[src/rtl/audio_pkg.sv]
// Shared audio types: note codes, sequencer states and
// the sheet-music index limit.
package audio_pkg;

  localparam int MAX_NOTE_INDEX = 31;

  typedef enum logic [3:0] {
    NOTE_DO      = 4'h0,
    NOTE_RE      = 4'h1,
    NOTE_MI      = 4'h2,
    NOTE_FA      = 4'h3,
    NOTE_SOL     = 4'h4,
    NOTE_LA      = 4'h5,
    NOTE_SI      = 4'h6,
    NOTE_DO_HI   = 4'h7,
    NOTE_SILENCE = 4'hF
  } music_note_e;

  typedef enum logic [2:0] {
    IDLE,
    FETCH,
    PLAY,
    GAP,
    DONE
  } seq_state_e;

endpackage

[src/rtl/beat_timer.sv]
// Free-running beat divider: pulses beatTick on the last
// cycle of every beat while run is high.
module beat_timer #(
  parameter int CLKS_PER_BEAT = 12_500_000
) (
  input  logic clk,
  input  logic reset,
  input  logic clear,
  input  logic run,
  output logic beatTick
);

  localparam int W = $clog2(CLKS_PER_BEAT);
  localparam logic [W-1:0] LAST = W'(CLKS_PER_BEAT - 1);

  logic [W-1:0] cnt;

  always_ff @(posedge clk) begin
    if (reset || clear) begin
      cnt <= '0;
    end else if (run) begin
      cnt <= (cnt == LAST) ? '0 : cnt + 1'b1;
    end
  end

  assign beatTick = run && (cnt == LAST);

endmodule

[src/rtl/melody_sequencer.sv]
// Walks a sheet-music ROM note by note, timing each note
// in beats and inserting an articulation gap between notes.
module melody_sequencer
  import audio_pkg::*;
#(
  parameter int CLKS_PER_BEAT = 12_500_000,
  parameter int GAP_CLKS      = 1_250_000
) (
  input  logic       clk,
  input  logic       reset,
  input  logic       start,
  input  logic       stop,
  input  logic       loopEn,
  input  logic [3:0] melodySelect,
  output logic [3:0] melodySelectOut,
  output logic [4:0] noteIndex,
  input  logic [3:0] tone,
  input  logic [3:0] note_length,
  output logic [3:0] toneOut,
  output logic       enableSound,
  output logic       busy,
  output logic       melodyDone
);

  localparam int GAP_W = (GAP_CLKS > 1) ? $clog2(GAP_CLKS) : 1;
  localparam logic [GAP_W-1:0] GAP_LAST =
    GAP_W'((GAP_CLKS > 0) ? GAP_CLKS - 1 : 0);
  localparam logic [4:0] LAST_IDX = 5'(MAX_NOTE_INDEX);

  seq_state_e       state_q, state_d;
  logic [3:0]       sel_q, sel_d;
  logic [4:0]       idx_q, idx_d;
  logic [3:0]       tone_q, tone_d;
  logic [3:0]       beat_q, beat_d;
  logic [GAP_W-1:0] gap_q, gap_d;
  logic             en_q, en_d;
  logic             advance;
  logic             beat_tick;

  beat_timer #(
    .CLKS_PER_BEAT(CLKS_PER_BEAT)
  ) u_beat_timer (
    .clk     (clk),
    .reset   (reset),
    .clear   (state_q != PLAY),
    .run     (state_q == PLAY),
    .beatTick(beat_tick)
  );

  always_comb begin
    state_d = state_q;
    sel_d   = sel_q;
    idx_d   = idx_q;
    tone_d  = tone_q;
    beat_d  = beat_q;
    gap_d   = gap_q;
    advance = 1'b0;
    unique case (state_q)
      IDLE: begin
        if (start && !stop) begin
          sel_d   = melodySelect;
          idx_d   = '0;
          state_d = FETCH;
        end
      end
      FETCH: begin
        if (note_length == 4'd0) begin
          state_d = DONE;
        end else begin
          tone_d  = tone;
          beat_d  = note_length;
          state_d = PLAY;
        end
      end
      PLAY: begin
        gap_d = '0;
        if (beat_tick) begin
          beat_d = beat_q - 1'b1;
          if (beat_q == 4'd1) begin
            if (GAP_CLKS == 0) advance = 1'b1;
            else state_d = GAP;
          end
        end
      end
      GAP: begin
        if (gap_q == GAP_LAST) advance = 1'b1;
        else gap_d = gap_q + 1'b1;
      end
      DONE: begin
        idx_d   = '0;
        state_d = loopEn ? FETCH : IDLE;
      end
      default: state_d = IDLE;
    endcase
    // the last ROM slot ends the melody rather than wrapping
    if (advance) begin
      if (idx_q == LAST_IDX) begin
        state_d = DONE;
      end else begin
        idx_d   = idx_q + 1'b1;
        state_d = FETCH;
      end
    end
    if (stop) begin
      state_d = IDLE;
      idx_d   = '0;
    end
    en_d = (state_d == PLAY) && (tone_d != NOTE_SILENCE);
  end

  always_ff @(posedge clk) begin
    if (reset) begin
      state_q <= IDLE;
      sel_q   <= '0;
      idx_q   <= '0;
      tone_q  <= '0;
      beat_q  <= '0;
      gap_q   <= '0;
      en_q    <= 1'b0;
    end else begin
      state_q <= state_d;
      sel_q   <= sel_d;
      idx_q   <= idx_d;
      tone_q  <= tone_d;
      beat_q  <= beat_d;
      gap_q   <= gap_d;
      en_q    <= en_d;
    end
  end

  assign melodySelectOut = sel_q;
  assign noteIndex       = idx_q;
  assign toneOut         = tone_q;
  assign enableSound     = en_q;
  assign busy            = (state_q != IDLE);
  assign melodyDone      = (state_q == DONE);

endmodule

[config.mk]
export PLATFORM = sky130hd
export DESIGN_NAME = melody_sequencer
export DESIGN_NICKNAME = d
export VERILOG_FILES = /design/src/rtl/audio_pkg.sv /design/src/rtl/beat_timer.sv /design/src/rtl/melody_sequencer.sv
export SDC_FILE = /design/constraint.sdc
export NUM_CORES = 1
export LEC_CHECK = 0
export ABC_AREA = 1
export CAP_MARGIN = 20
export CORE_ASPECT_RATIO = 1.2
export CORE_MARGIN = 2
export CORE_UTILIZATION = 35
export CTS_CLUSTER_DIAMETER = 200
export CTS_CLUSTER_SIZE = 20
export DETAILED_ROUTE_END_ITERATION = 12
export DONT_BUFFER_PORTS = 1
export PLACE_DENSITY = 0.47
export SETUP_SLACK_MARGIN = 0.3
export SLEW_MARGIN = 40
export SYNTH_ARGS = -nofsm -noshare
export SYNTH_HDL_FRONTEND = slang
export SYNTH_SLANG_ARGS = --single-unit
[constraint.sdc]
create_clock -name clk -period 4.5 [get_ports clk]
set_input_delay 0.9 -clock clk [delete_from_list [all_inputs] [get_ports clk]]
set_output_delay 0.9 -clock clk [all_outputs]
set_load 0.005 [all_outputs]
### After elaboration in Yosys (flattened, before gate mapping)

Cells that the tools add are included.

| word-level totals | value |
|---|---|
| register bits | 66 |
| input port bits | 17 |
| output and inout port bits | 16 |
| word-level logic and storage cells | 63 |

| cells by class | value |
|---|---|
| $add $sub $neg | 4 |
| equality and inequality tests | 14 |
| mux-type cells | 23 |
| reductions and logical operators | 14 |

Operator list:

| kind | count |
|---|---|
| $pmux 21 s2 | 1 |
| $add 24x1->24 const B | 1 |
| $eq 24x24->1 const B | 1 |
| $mux 24 | 1 |
| $add 21x1->21 const B | 1 |
| $eq 21x21->1 const B | 1 |
| $mux 21 | 1 |
| $mux 3 | 7 |
| $mux 4 | 4 |
| $mux 5 | 3 |
| $pmux 3 s5 | 1 |
| $pmux 5 s2 | 1 |
| $eq 3x2->1 const B | 3 |
| $pmux 4 s2 | 1 |
| $ne 2x2->1 const B | 3 |
| $add 5x1->5 const B | 1 |
| $eq 5x5->1 const B | 1 |
| $eq 4x1->1 const B | 1 |
| $logic_not 4->1 | 1 |
| $ne 4x4->1 const B | 1 |
| $reduce_and 2->1 | 2 |
| $reduce_bool 2->1 | 2 |
| $sub 4x1->4 const B | 1 |
| $eq 3x1->1 const B | 1 |
| 10 further kinds | 14 |

### Logic depth before layout (Yosys ltp)

Gate-level depths: netlist of the first run.

| depth | value |
|---|---|
| depth in word-level cells | 8 |
| depth in mapped cells | 10 |

### Cells and area by module

A second synthesis of the first run with hierarchy kept.

| unflattened totals | value |
|---|---|
| cell total of the unflattened synthesis | 603 |
| area total of the unflattened synthesis | 3,849.9 um2 |

Modules (own cells, without submodules):

| module | times used | cells an instance | area an instance (um2) |
|---|---|---|---|
| melody_sequencer | 1 | 405 | 2,487.4 |
| beat_timer | 1 | 198 | 1,362.6 |

### Least setup slack after synthesis of the first run

Ideal clock, no wire load.

| path | value |
|---|---|
| path type | input to register |
| from | input port note_length[3] |
| to | register en_q, in the netlist enableSound |
| library setup time | 109 ps |
| arrival | 1,658 ps |
| setup slack | 2,733 ps |
| stages | 10 |
| buffers on the path | 0 |
| cells stage by stage | nor2_1 -> nand2_1 -> nand2_2 -> nand2_1 -> nand2_1 -> nand2_1 -> nor2_1 -> nor2_1 -> nand2_1 -> inv_1 |

| between the ends | value |
|---|---|
| word-level cells in the longest chain between the ends | 7 |
| elaborated cells between the ends (all ways) | 10 |
| those cells by class | eq/ne: 2; mux: 6; reduce/logical: 2 |

RTL lines:

| what | RTL line | text |
|---|---|---|
| from (decl) | melody_sequencer.sv:18 | `input logic [3:0] note_length,` |
| $logic_not 4->1 (*) | melody_sequencer.sv:67 | `if (note_length == 4'd0) begin` |
| $mux 3 | melody_sequencer.sv:67 |  |
| $pmux 3 s5 | melody_sequencer.sv:58 | `unique case (state_q)` |
| $mux 3 | melody_sequencer.sv:96 | `if (advance) begin` |
| $mux 3 | melody_sequencer.sv:104 | `if (stop) begin` |
| $eq 3x2->1 | melody_sequencer.sv:108 | `en_d = (state_d == PLAY) && (tone_d != NOTE_SILENCE);` |
| $logic_and 1x1->1 (*) | melody_sequencer.sv:108 |  |
| to (signal assigned) | melody_sequencer.sv:127 | `en_q <= en_d;` |
| to (decl) | melody_sequencer.sv:36 | `logic en_q, en_d;` |

Mark *: on every way between the ends. The rest lies on a longest branch, timed or not.
A chain may end at the register's enable or synchronous reset.

### Worst setup path in the final report of the first run

| path | value |
|---|---|
| from | register gap_q[0] |
| to | register gap_q[20] |

| between the ends | value |
|---|---|
| word-level cells in the longest chain between the ends | 3 |
| elaborated cells between the ends (all ways) | 6 |
| those cells by class | add/sub: 1; eq/ne: 2; mux: 2; reduce/logical: 1 |

RTL lines:

| what | RTL line | text |
|---|---|---|
| from (decl) | melody_sequencer.sv:35 | `logic [GAP_W-1:0] gap_q, gap_d;` |
| from (signal assigned) | melody_sequencer.sv:126 | `gap_q <= gap_d;` |
| $add 21x1->21 / $eq 21x21->1 (equally long branches) | melody_sequencer.sv:87, melody_sequencer.sv:86 |  |
| $mux 21 / $ne 2x2->1 (equally long branches) | -- |  |
| $pmux 21 s2 / $reduce_and 2->1 (equally long branches) | -- |  |

Several ways; a longest one is shown, not always the timed one. The select of a mux whose other input is x is not followed.

==> impl_metrics.tcl, run 1 <==
set metrics [dict create \
    die_x_um 99.6 \
    p_per_area_nw_per_um2 306 \
    synth_top_area_share 0.344 \
    synth.net_count 620 \
    fillers 1147 \
    place.gp.congestion 0.907 \
    synth_top_family_by_area "simple AND/OR/NAND/NOR gates" \
    pin_count 33 \
    fmax_mhz 456 \
    final_cell_mix "nand2_1, nor2_1, dfxtp_1" \
    port-buffer-count 0 \
    worstSetupPathType "reg -> reg" \
    clkSlewWorstSetupHoldPaths_ns 0.05 \
    grt_busiest_layer "met2" \
    synth_compound_area_frac 0.0949 \
    gr-usage-all-layers 0.172 \
    synth_edf_count 0 \
    outcome "complete, no violations" \
    final_max_slew_viol_count 0 \
    critPathLaunchType "flip-flop" \
    rows 41 \
    grt-ovfl-total 0 \
    ant_nets 0 \
    yosys_most_used_dff "dfxtp_1" \
    hold_viol_final 0 \
    p_sw_w 0.000281 \
    coreArea_um2 10600 \
    initial_core_util 0.361 \
    timing.rr.start "gap_q[0]" \
    muxShareOfSynthArea 0 \
    cts_buffer_depth 2 \
    numCtsBuffers 9 \
    fin_nets 624 \
    cp.arrival_ns 2.42 \
    vias_per_cell 4.90 \
    drc 0 \
    slew_headroom 0.501 \
    synth_seq_cells 66 \
    met3_usage 0.0290 \
    synth_adder_area_share 0.0196 \
    grt_pass1_wl_mm 16.4 \
    first_pass_iters 5 \
    fin_crit_ns 2.19 \
    clkPwrFrac 0.520 \
    power.leakage_nw 1.54 \
    cap_viol_max_count 0 \
    fin_setup_tns_ns 0 \
    drt_iter0_drc 141 \
    cts_hold_buffers 0 \
    syn_to_final_growth_pct 10.5 \
    seq_power_share 0.458 \
    htree_levels 3 \
    yosys.area_share.xor_xnor 0.0205 \
    fp.dieArea_um2 11800 \
    holdCritPathClass "reg -> reg" \
    final_common_cell "nand2_1" \
    finalSetupViolations 0 \
    cts_setup_buffers 0 \
    ys_warn_count 0 \
    finClkSkew_ns 0.0112 \
    vias 3602 \
    grt_use_met2 0.300 \
    cts_resized 0 \
    yosys.area.top_type "dfxtp_1" \
    grt_start_max_net_pins 30 \
    crit_path_start "gap_q[0]" \
    antenna_cells 0 \
    worstPathRequired_ns 4.73 \
    p_sw_frac 0.217 \
    yosys.area_share.simple 0.442 \
    wl_per_cell_um 13.1 \
    crit_fanout 21 \
    synth.distinct_cells 40 \
    antenna_found_initial 0 \
    grt_pass1_vias 3546 \
    clock-sinks 66 \
    clock_latency_ns 0.34 \
    synth_area_um2 3840 \
    r2r-end "gap_q[20]" \
    finalNonFillerCells 735 \
    drive_gt1_frac 0.0891 \
    reg2regPathDepth 8 \
    finalWirelength_mm 9.59 \
    die_h_um 119 \
    ys_seq_area_frac 0.344 \
    crit_path_end "gap_q[20]" \
    dp.cells 719 \
    post-dp-hpwl_mm 7.20 \
    worst_slew_pin_slew_ns 0.747 \
    period_share 0.487 \
    syn_inst 597 \
    comb_power_share 0.022 \
    cp-end-kind "flip-flop" \
    cts_root_buf "clkbuf_16" \
    synthTopCellsByArea "dfxtp_1, nand2_1, nor2_1, nand3_1, inv_1" \
    r2r_slack_ns 2.31 \
    avgSynthCellArea_um2 6.43 \
    ir_drop_mv 0.136 \
    rsz0062_at_grt "false" \
    met1_usage 0.201 \
    internal_power_w 0.00102 \
    cts_tree "done" \
    async_reset_ff_frac 0 \
]
==> flip-flops by register name, indices dropped and copies added, names as in the netlist <==
signal	flops
gap_q	21
noteIndex	5
u_beat_timer.cnt	24
toneOut	4
beat_q	4
melodySelectOut	4
state_q	3
enableSound	1
==> worst min path at each step <==
stage                                   start                   to  slack (ns)  depth (start not counted)
after detailed placement  u_beat_timer.cnt[0]  u_beat_timer.cnt[0]        0.45                          1
after global routing      u_beat_timer.cnt[0]  u_beat_timer.cnt[0]        0.49                          1
final                     u_beat_timer.cnt[0]  u_beat_timer.cnt[0]        0.46                          1
after CTS                 u_beat_timer.cnt[0]  u_beat_timer.cnt[0]        0.46                          1
after floorplan           u_beat_timer.cnt[0]  u_beat_timer.cnt[0]        0.42                          1
after global placement    u_beat_timer.cnt[0]  u_beat_timer.cnt[0]        0.43                          1
==> stage by stage <==
stage	cell area [um2]	power [W]	hold slack, ns	setup WS, ns	util
final	4240	0.00130	0.460	2.31	0.399
after global routing	4240	0.00135	0.487	2.00	0.399
after CTS	4240	0.00131	0.460	2.32	0.399
after detailed placement	3960	0.000635	0.453	2.32	0.373
after global placement	3960	0.000635	0.432	2.38	0.373
after floorplan	3840	0.000632	0.418	2.73	-
==> kinds of logic after synthesis <==
logic type / Yosys count
compound gates: 64
buf+inv: 76
simple gates: 376
flops: 66
fa+ha+maj: 6
xor+xnor: 9
==> power by group through the flow <==
stage                     Sequential (W)  Clock (W)  Combinational [W]
after CTS                       0.000594   0.000691          0.0000291
after global placement          0.000606          0          0.0000287
final                           0.000594   0.000674          0.0000286
after detailed placement        0.000606          0          0.0000290
after global routing            0.000594   0.000721          0.0000334
after floorplan                 0.000605          0          0.0000264
==> critical path, cell delays in order (launching register included) <==
cell and delay (ns):
dfxtp_1 0.44, ha_1 0.31, nand3_1 0.18, nor2_1 0.15, nand4_1 0.14, nand2_1 0.59
nor2_1 0.11, nor2_1 0.12, nor2_1 0.05
==> per-layer routing <==
| layer | part of all wire | wire (um) |
|---|---|---|
| met4 | 0.027 | 259 |
| met5 | 0 | 0 |
| met1 | 0.44 | 4240 |
| met2 | 0.50 | 4820 |
| met3 | 0.029 | 280 |
==> cell type report <==
class / count / area (um2) / share of cell area
Tap cell: 129 / 161 / 0.0381
Multi-Input combinational cell: 455 / 2210 / 0.522
Clock inverter: 2 / 10.0 / 0.00236
Sequential cell: 66 / 1320 / 0.312
Clock buffer: 14 / 274 / 0.0646
Inverter: 69 / 260 / 0.0614
==> synthesized netlist by cell type (6+ instances only) <==
master   number
inv_1        61
xor2_1        8
dfxtp_1      66
ha_1          6
nor3_1       13
nand4_1      15
inv_2         7
nor2_2        6
o21ai_1       7
nand3_1      53
nand2_1     160
a21oi_1      34
nor2_1      104
o21ai_0      12
Note: power is estimated with default switching activity, not from simulation.
==> run 2: changes to the inputs <==
==> constraint.sdc (replaced) <==
create_clock -name clk -period 2.2 [get_ports clk]
set_input_delay 0.44 -clock clk [delete_from_list [all_inputs] [get_ports clk]]
set_output_delay 0.44 -clock clk [all_outputs]
set_load 0.005 [all_outputs]
==> run 2 against run 1 <==
Effect of this change: power rose by 110%; hold slack worse by 0.29 ns; count of clock-buffer cells in the layout fell by 2; worst setup slack worse by 1.8 ns; clock skew fell by 0.0055 ns; critical path type unchanged.
==> impl_metrics.tcl, run 2 (same netlist as run 1, synthesis figures left out) <==
set metrics [dict create \
    outcome "complete, no violations" \
    slew_headroom 0.619 \
    worstSetupPathType "reg -> reg" \
    port-buffer-count 0 \
    grt-ovfl-total 0 \
    path_buf_inv 0 \
    grt_pass1_vias 3640 \
    fp.dieArea_um2 11800 \
    cts_tree "done" \
    path_delay_family "simple AND/OR/NAND/NOR gates" \
    die_x_um 99.6 \
    gr-usage-all-layers 0.178 \
    worstPathRequired_ns 2.43 \
    numCtsBuffers 9 \
    place.gp.congestion 0.839 \
    wl_per_cell_um 13.5 \
    grt_pass1_wl_mm 16.9 \
    final_max_slew_viol_count 0 \
    power.leakage_nw 1.56 \
    largest-register "u_beat_timer.cnt" \
    initial_core_util 0.361 \
    rows 41 \
    hold_viol_final 0 \
    drc 0 \
    htree_levels 3 \
    cap_viol_max_count 0 \
    antenna_found_initial 0 \
    drive_gt1_frac 0.107 \
    path_cells "ha_2 -> nand3_1 -> nor2_1 -> nand4_1 -> nor2_2 -> nand2_1 -> nand2_1 -> nor2_1" \
    finalWirelength_mm 9.96 \
    fin_crit_ns 1.74 \
    ir_drop_mv 0.352 \
    coreArea_um2 10600 \
    cp-end-kind "flip-flop" \
    pin_count 33 \
    worst_slew_pin_slew_ns 0.568 \
    fin_nets 628 \
    clock-sinks 66 \
    fin_setup_tns_ns 0 \
    rsz0062_at_grt "true" \
    cp.arrival_ns 1.97 \
    crit_fanout 7 \
    vias 3689 \
    p_per_area_nw_per_um2 627 \
    cts_buffer_depth 2 \
    final_cell_mix "nand2_1, nor2_1, dfxtp_1" \
    post-dp-hpwl_mm 7.51 \
    period_share 0.792 \
    final_common_cell "nand2_1" \
    largest_reg_flops 24 \
    drt_iter0_drc 153 \
    syn_to_final_growth_pct 12.0 \
    critPathSlowestCell "dfxtp_2" \
    fin_util 0.405 \
    finalSetupViolations 0 \
    clkSlewWorstSetupHoldPaths_ns 0.06 \
    cts_hold_buffers 0 \
    clock_latency_ns 0.34 \
    vias_per_cell 4.99 \
    die_h_um 119 \
    first_pass_iters 4 \
    cts_root_buf "clkbuf_16" \
    ant_nets 0 \
    finClkSkew_ns 0.00567 \
    fmax_mhz 574 \
    critPathLaunchType "flip-flop" \
    holdCritPathClass "in -> reg" \
    cp_slowest_stage_delay_ns 0.38 \
    antenna_cells 0 \
    grt_start_max_net_pins 30 \
]
run 2: final timing paths:
| path | from | cells past startpoint | endpoint | slack, ns |
|---|---|---|---|---|
| worst max register to register | gap_q[0] | 8 | noteIndex[0] | 0.46 |
| worst min register to register | u_beat_timer.cnt[0] | 1 | u_beat_timer.cnt[0] | 0.45 |
| worst max-delay path | gap_q[0] | 8 | noteIndex[0] | 0.46 |
| worst min-delay path | reset | 1 | gap_q[0] | 0.17 |
run 2: layout make-up:
type | count | area (um2)
multi-input combinational | 455 | 2220
fill | 1139 | 6320
timing repair buffer | 4 | 37.5
inverter | 69 | 260
clock inverter | 4 | 25.0
sequential | 66 | 1320
tap | 129 | 161
clock buffer | 12 | 267
run 2: through the flow:
step                cells  power, W  hold WS [ns]  instance area (um2)  setup slack, ns
floorplan             597   0.00129         0.418                 3840            0.601
global placement      723   0.00130         0.433                 3990            0.347
detailed placement    723   0.00130         0.444                 3990            0.289
CTS                   739   0.00273         0.162                 4280            0.305
global route          739   0.00279         0.162                 4300            0.261
finish                739   0.00269         0.173                 4300            0.458
run 2: per-layer routing:
metal,GRT usage,vias to the layer above,part of all wire
li1,-,1939,-
met1,0.212,1684,0.45
met2,0.307,46,0.50
met3,0.0248,20,0.021
met4,0.0933,0,0.030
met5,0,-,0
run 2: where the power goes:
group           total, W  internal [W]  switching [W]  leakage, nW
clock network    0.00142      0.000852       0.000567        0.141
registers        0.00121       0.00121     0.00000898        0.534
logic          0.0000623     0.0000210      0.0000413        0.884
run 2: timing repair:
item / CTS / global route
endpoints found under the setup margin: 3 / 32
gates resized for setup: 1 / 6
setup buffers: 0 / 0
